File: config.mk
export PLATFORM = sky130hd
export DESIGN_NAME = booth_radix4_mult_flat
export DESIGN_NICKNAME = d
export VERILOG_FILES = /design/src/rtl/booth_radix4_mult_if.sv /design/src/rtl/booth_radix4_mult.sv /design/src/flat_wrapper.sv
export SDC_FILE = /design/constraint.sdc
export NUM_CORES = 1
export LEC_CHECK = 0
export BUFFER_PORTS_ARGS = -buffer_cell sky130_fd_sc_hd__buf_4
export CAP_MARGIN = 5
export CORE_ASPECT_RATIO = 0.5
export CORE_UTILIZATION = 52
export DETAILED_ROUTE_END_ITERATION = 12
export PLACE_DENSITY = 0.73
export SLEW_MARGIN = 20
export SYNTH_ARGS = -nofsm -noshare
export SYNTH_HDL_FRONTEND = slang
export SYNTH_SLANG_ARGS = --single-unit
File: constraint.sdc
create_clock -name clk -period 3.4 [get_ports clk]
set_input_delay 0.17 -clock clk [delete_from_list [all_inputs] [get_ports clk]]
set_output_delay 0.17 -clock clk [all_outputs]
set_load 0.05 [all_outputs]
File: src/rtl/booth_radix4_mult_if.sv
// Request/result bundle for the radix-4 Booth multiplier.
// The master drives the operands; the slave returns Product and status.
interface booth_radix4_mult_if #(
   parameter int unsigned W = 8
);
   logic             start;
   logic             tc;
   logic [W-1:0]     A;
   logic [W-1:0]     B;
   logic [2*W-1:0]   Product;
   logic             busy;
   logic             done;

   modport master (output start, tc, A, B, input  Product, busy, done);
   modport slave  (input  start, tc, A, B, output Product, busy, done);
endinterface

File: src/rtl/booth_radix4_mult.sv
// Sequential radix-4 Booth multiplier, signed or unsigned operands.
// Retires one Booth digit per cycle and produces a 2W-bit product.
module booth_radix4_mult #(
   parameter int unsigned W = 8
) (
   input  logic                clk,
   input  logic                rst_n,
   booth_radix4_mult_if.slave  bus
);
   localparam int unsigned XW = W + 2;          // extended operand width
   localparam int unsigned N  = W / 2 + 1;      // Booth steps per operation
   localparam int unsigned AW = 2 * XW + 1;     // {upper, multiplier, b[-1]}
   localparam int unsigned CW = $clog2(N);

   typedef enum logic [1:0] {S_IDLE, S_RUN, S_DONE} state_t;

   state_t           r_state;
   logic [CW-1:0]    r_cnt;
   logic [XW-1:0]    r_m;
   logic [AW-1:0]    r_acc;
   logic [2*W-1:0]   r_product;
   logic             r_busy;
   logic             r_done;

   logic [XW-1:0]    w_a_ext;
   logic [XW-1:0]    w_b_ext;
   logic [XW-1:0]    w_m2;
   logic [XW-1:0]    w_pp;
   logic [XW-1:0]    w_sum;
   logic [AW-1:0]    w_next;

   // Operand extension, digit selection and one Booth step
   always_comb begin
      w_a_ext = bus.tc ? {{2{bus.A[W-1]}}, bus.A} : {2'b00, bus.A};
      w_b_ext = bus.tc ? {{2{bus.B[W-1]}}, bus.B} : {2'b00, bus.B};
      w_m2    = {r_m[XW-2:0], 1'b0};
      w_pp    = '0;
      case (r_acc[2:0])
         3'b001, 3'b010: w_pp = r_m;
         3'b011:         w_pp = w_m2;
         3'b100:         w_pp = ~w_m2 + XW'(1);
         3'b101, 3'b110: w_pp = ~r_m + XW'(1);
         default:        w_pp = '0;
      endcase
      w_sum  = r_acc[AW-1:XW+1] + w_pp;
      w_next = $unsigned($signed({w_sum, r_acc[XW:0]}) >>> 2);
   end

   // Control FSM and datapath registers
   always_ff @(posedge clk or negedge rst_n) begin
      if (!rst_n) begin
         r_state   <= S_IDLE;
         r_cnt     <= '0;
         r_m       <= '0;
         r_acc     <= '0;
         r_product <= '0;
         r_busy    <= 1'b0;
         r_done    <= 1'b0;
      end else begin
         case (r_state)
            S_IDLE, S_DONE: begin
               r_done <= 1'b0;
               if (bus.start) begin
                  r_m     <= w_a_ext;
                  r_acc   <= {XW'(0), w_b_ext, 1'b0};
                  r_cnt   <= '0;
                  r_busy  <= 1'b1;
                  r_state <= S_RUN;
               end else begin
                  r_busy  <= 1'b0;
                  r_state <= S_IDLE;
               end
            end
            S_RUN: begin
               r_acc <= w_next;
               r_cnt <= r_cnt + CW'(1);
               if (r_cnt == CW'(N - 1)) begin
                  r_product <= w_next[2*W:1];
                  r_busy    <= 1'b0;
                  r_done    <= 1'b1;
                  r_state   <= S_DONE;
               end
            end
            default: begin
               r_busy  <= 1'b0;
               r_done  <= 1'b0;
               r_state <= S_IDLE;
            end
         endcase
      end
   end

   assign bus.Product = r_product;
   assign bus.busy    = r_busy;
   assign bus.done    = r_done;
endmodule
File: src/flat_wrapper.sv
// flat-port wrapper written by rule: the top's interface ports become plain ports
module booth_radix4_mult_flat 
#(
   parameter int unsigned W = 8
)
  (clk, rst_n, bus_start, bus_tc, bus_A, bus_B, bus_Product, bus_busy, bus_done);
  booth_radix4_mult_if #(.W(W)) bus_i ();
  input  logic clk;
  input  logic rst_n;
  input wire logic [$bits(bus_i.start)-1:0] bus_start;
  input wire logic [$bits(bus_i.tc)-1:0] bus_tc;
  input wire logic [$bits(bus_i.A)-1:0] bus_A;
  input wire logic [$bits(bus_i.B)-1:0] bus_B;
  output wire logic [$bits(bus_i.Product)-1:0] bus_Product;
  output wire logic [$bits(bus_i.busy)-1:0] bus_busy;
  output wire logic [$bits(bus_i.done)-1:0] bus_done;
  assign bus_i.start = bus_start;
  assign bus_i.tc = bus_tc;
  assign bus_i.A = bus_A;
  assign bus_i.B = bus_B;
  assign bus_Product = bus_i.Product;
  assign bus_busy = bus_i.busy;
  assign bus_done = bus_i.done;
  booth_radix4_mult #(.W(W)) u_core (.clk(clk), .rst_n(rst_n), .bus(bus_i));
endmodule
# Word level (Yosys, flattened, before mapping)
# Index checks and enable logic that the tools add are counted.
# op_classes
addsub,4
eq_ne,11
mux,15
bitwise_logic,2
n_reduce_logical,8
# ops
op,n
21-bit case mux with 2 select lines,1
10-bit case mux with 4 select lines,1
21-bit two-way mux,1
"10-bit by 1-bit adder with 10-bit output, second input constant",2
10-bit two-way mux,2
10-bit NOT,2
"3-bit == test, second input constant",4
10-bit adder,1
"3-bit by 2-bit == test with 1-bit output, second input constant",2
3-bit case mux with 2 select lines,1
2-bit AND reduction,3
2-bit OR reduction,3
1-bit two-way mux,5
2-bit case mux with 2 select lines,1
"3-bit by 1-bit adder with 3-bit output, second input constant",1
"3-bit by 1-bit == test with 1-bit output, second input constant",1
3-bit two-way mux,1
"2-bit by 1-bit == test with 1-bit output, second input constant",1
"2-bit == test, second input constant",1
2-bit zero test,1
2-bit two-way mux,1
"2-bit by 1-bit != test with 1-bit output, second input constant",1
"2-bit != test, second input constant",1
1-bit case mux with 2 select lines,1
2-bit nonzero test,1
# totals
ff_bits,54
out_inout_bits,18
wordCells,47

# Longest topological paths before layout
# logic_depth
word_depth,5
ltp_mapped,15
depth_no_buf,15

# Worst setup path before layout
# Ideal clock, no wire load.
# synth_path
kind,register to register
from,register u_core.r_m[0]
to,register u_core.r_acc[19]
setup_ps,124
arrival_ps,3095
slack_ps,181
path_stages_with_launch,16
n_path_buf,0
synth_period_minus_slack_ps,3219
path_cell_list,dfrtp_1 > inv_1 > ha_1 > or4b_1 > nor2_1 > xnor2_1 > mux2i_1 > mux2_2 > a21oi_1 > ha_1 > o21ai_0 > nand2_1 > a41oi_1 > nand3_1 > and2_0 > a211o_1
# synth_via
elab_chain_len,5
# synth_lines
element,line_no,source
start: declaration,booth_radix4_mult.sv:19,logic [XW-1:0] r_m;
start signal: assignment,booth_radix4_mult.sv:64,r_m <= w_a_ext;
"10-bit NOT, on equally long branches","booth_radix4_mult.sv:42, booth_radix4_mult.sv:41",
"10-bit by 1-bit adder with 10-bit output, on equally long branches","booth_radix4_mult.sv:42, booth_radix4_mult.sv:41",
10-bit case mux with 4 select lines *,booth_radix4_mult.sv:38,case (r_acc[2:0])
10-bit adder *,booth_radix4_mult.sv:45,w_sum = r_acc[AW-1:XW+1] + w_pp;
21-bit case mux with 2 select lines *,booth_radix4_mult.sv:60,case (r_state)
end signal: assignment,booth_radix4_mult.sv:65,"r_acc <= {XW'(0), w_b_ext, 1'b0};"
end signal: assignment,booth_radix4_mult.sv:75,r_acc <= w_next;
end: declaration,booth_radix4_mult.sv:20,logic [AW-1:0] r_acc;
# Every way passes the cells marked *; elsewhere a longest branch is shown, timed or not.
# A chain may end at the register's enable or synchronous reset.

# Worst setup path after layout
# Same ends and word-level chain as after synthesis.

==> run_results.csv <==
group,metric,value,unit
yosys,synth.top_cell.area_share,42.4,%
worst_setup_path,regToRegEndpoint,"u_core.r_acc[19]$_DFFE_PN0P_",
yosys,ys_seq_area_share,42.4,%
clocking,clock_latency,300,ps
worst_setup_path,path_class,"reg -> reg",
sta,min_period,3310,ps
worst_hold_path,holdPathEnd,"u_core.r_m[4]$_DFFE_PN0P_",
sta,setup_tns,0,ps
sta,worst_slack,88.9,ps
detailed_routing,antenna_left,0,
grt,grt_use_total,24.7,%
clocking,root_buffer,"clkbuf_8",
detailed_routing,viasPerCell,5.60,
sta,tightest_slew,875,ps
yosys,ys_types,46,
final_layout,layout-drive-gt1-share,26.0,%
worst_setup_path,worstSetupEndpointType,"register",
detailed_routing,wl_per_cell,15.6,um
yosys,synth_area,0.00290,mm^2
detailed_routing,initialDrtViolationCount,151,
sta,fmax,302,MHz
grt,grt_pass1_wl,10800,um
detailed_routing,via_count,2440,
worst_setup_path,start_kind,"register",
grt,grt_max_degree,50,
final_layout,fill_cells,429,
clocking,cts.clk_slew.worst_paths,90,ps
clocking,clock_path_buffers,2,
detailed_routing,drt_pre_antenna_iters,5,
floorplanning,die_x,108,um
floorplanning,design.core.area,0.00513,mm^2
placement,hpwl,4780,um
sta,finalSetupViolations,0,
sta,relSlewSlack,41.5,%
worst_setup_path,crit_fanout,6,
clocking,cts_sinks,49,
final_layout,antenna_cells,0,
final_layout,nNetsFinal,398,
floorplanning,die_y,54.8,um
job,cap_violations,0,
detailed_routing,drc,0,
sta,hold_viol_final,0,
worst_setup_path,cp_data_required_time,3590,ps
yosys,yosys.area.top_type,"dfrtp_1",
worst_hold_path,holdPathStages,3,
grt,antenna_found_initial,0,
detailed_routing,routed_wl,6790,um
yosys,synth-seq-cells,49,
floorplanning,placementRows,18,
worst_setup_path,reg2reg_slack,90,ps
final_layout,syn_to_final_growth,20.4,%
outcome,status,"completed",
grt,grt_pass1_vias,2168,
worst_hold_path,hold_class,"in -> reg",
yosys,async_flop_share,100,%
yosys,avgSynthCellArea,8.99,um^2
yosys,synthCells,322,
yosys,synth_edf_count,0,
worst_setup_path,rr_worst_depth,14,
yosys,syn_nets,355,
worst_hold_path,holdCritStartpoint,"bus_A[4]",
placement,routabilityCongestion,0.885,
floorplanning,die-area,0.00589,mm^2
placement,pre_cts_ws,-47.1,ps
worst_setup_path,timing.rr.start,"u_core.r_m[0]$_DFFE_PN0P_",
floorplanning,start_util,56.4,%
sta,slew_viol_final,0,
yosys,ys_warn_count,0,
placement,io_buffers,37,
sta,fin_worst_skew,9.81,ps
yosys,synth.area.top_cells,"dfrtp_1, nand2_1, ha_1, mux2_2, xnor2_1",
clocking,numCtsBuffers,5,
worst_setup_path,critical_path_arrival,3500,ps
grt,grt_overflow,0,
clocking,htree_levels,2,
sta,finalCritPeriodShare,97.4,%
clocking,tritoncts,"built",
floorplanning,io_pins,38,
yosys,synth_top_flop_cell,"dfrtp_1",
Yosys cell counts, types with 2 or more instances:
master and number:
a21o_1 3, buf_2 3, o22ai_1 8, mux2_2 13, a221oi_1 5, a211oi_1 2, buf_1 2, mux2i_1 3
a31oi_1 8, nor2_1 25, nand2b_1 4, inv_1 13, dfrtp_1 49, ha_1 12, a21oi_1 12, a32oi_1 2
a22o_1 2, nand2_1 65, o21ai_0 16, nor2b_1 3, nand3_1 10, o211ai_1 2, nor3_1 5, clkbuf_1 12
a22oi_1 3, o21ai_1 2, xor2_1 5, xnor2_1 13, nand3b_1 2, buf_6 2
flip-flops by register name, summed over array words and instances, names as in the netlist:
| name | count |
|---|---|
| u_core.r_acc | 19 |
| u_core.bus.Product | 16 |
| u_core.r_m | 9 |
| u_core.r_cnt | 3 |
| u_core.r_state | 2 |
how the worst max path moves through the flow:
stage | from | end | slack, ps | depth (start not counted)
global route | u_core.r_m[0]$_DFFE_PN0P_ | u_core.r_acc[19]$_DFFE_PN0P_ | -20 | 14
finish | u_core.r_m[0]$_DFFE_PN0P_ | u_core.r_acc[19]$_DFFE_PN0P_ | 90 | 14
detailed placement | u_core.r_m[1]$_DFFE_PN0P_ | u_core.r_acc[19]$_DFFE_PN0P_ | -50 | 15
floorplan | u_core.r_m[0]$_DFFE_PN0P_ | u_core.r_acc[19]$_DFFE_PN0P_ | 180 | 15
global placement | u_core.r_m[1]$_DFFE_PN0P_ | u_core.r_acc[19]$_DFFE_PN0P_ | 70 | 15
CTS | u_core.r_m[1]$_DFFE_PN0P_ | u_core.r_acc[19]$_DFFE_PN0P_ | 30 | 15
cell usage in the layout (no fill, tap or decap), types with 2 or more instances in the layout:
| cell | count |
|---|---|
| mux2i_1 | 3 |
| inv_1 | 12 |
| ha_1 | 9 |
| nor3_1 | 5 |
| nand3b_1 | 2 |
| buf_4 | 55 |
| a21oi_1 | 11 |
| a21o_1 | 3 |
| ha_4 | 2 |
| a221oi_1 | 4 |
| o211ai_1 | 2 |
| o21ai_0 | 15 |
| a22o_1 | 2 |
| o21ai_1 | 2 |
| nand2_1 | 65 |
| xor2_1 | 5 |
| mux2_2 | 13 |
| nand2b_1 | 4 |
| a31oi_1 | 7 |
| nor2b_1 | 3 |
| xnor2_1 | 12 |
| o21ai_2 | 2 |
| nor2_1 | 24 |
| a221oi_2 | 2 |
| a22oi_1 | 3 |
| nand3_1 | 10 |
| clkbuf_8 | 5 |
| dfrtp_1 | 48 |
| o22ai_1 | 8 |
through the flow:
step / utilization, % / instances / hold slack, ps / area, um^2
6_report: 67.9 / 436 / 58.1 / 3490
4_1_cts: 65.7 / 432 / 58.4 / 3370
3_3_place_gp: 63.6 / 423 / 220 / 3270
5_1_grt: 67.9 / 436 / 49.8 / 3490
3_5_place_dp: 63.6 / 423 / 227 / 3270
2_1_floorplan: - / 322 / -126 / 2900
cell type report:
class | instances | area [um^2] | area share (%)
Inverter | 13 | 48.8 | 1.40
Clock buffer | 6 | 72.6 | 2.08
Tap cell | 70 | 87.6 | 2.51
Sequential cell | 49 | 1230 | 35.2
Clock inverter | 2 | 13.8 | 0.395
Timing Repair Buffer | 56 | 423 | 12.1
Multi-Input combinational cell | 240 | 1610 | 46.3
kinds of logic after synthesis:
kind of cell    synth area share (%)
flops                           42.4
compound gates                  16.2
simple gates                    19.0
fa+ha+maj                       5.88
xor+xnor                        5.45
mux                             6.09
buf+inv                         5.06
worst max-delay path: stages, from the launching register on:
cell,delay [ps]
dfrtp_1,420
inv_1,100
ha_1,180
or4b_4,490
o21ai_2,150
xnor2_1,100
a221oi_1,270
a31oi_1,110
ha_2,400
nand2_1,100
a32oi_2,230
a41oi_2,70
a21o_1,190
and2_1,160
a211o_1,240
per-layer routing:
metal | GRT usage (%) | vias up | wire length, um
met2 | 38.2 | 46 | 2970
met4 | 5.25 | 0 | 27
li1 | - | 1216 | -
met3 | 4.64 | 2 | 278
met5 | 0 | - | 0
met1 | 36.3 | 1176 | 3510
repair_timing:
item / 4_1_cts / 5_1_grt
setup endpoints to repair: 1 / 6
hold buffers: 1 / 0
hold endpoints to repair: 49 / 0
resized for setup: 2 / 17
setup buffers: 0 / 4
pin swaps: 0 / 9
Power is left out: the tool's default activity adds up to more than one toggle a clock period on the data nets, which glitch-free logic cannot reach.
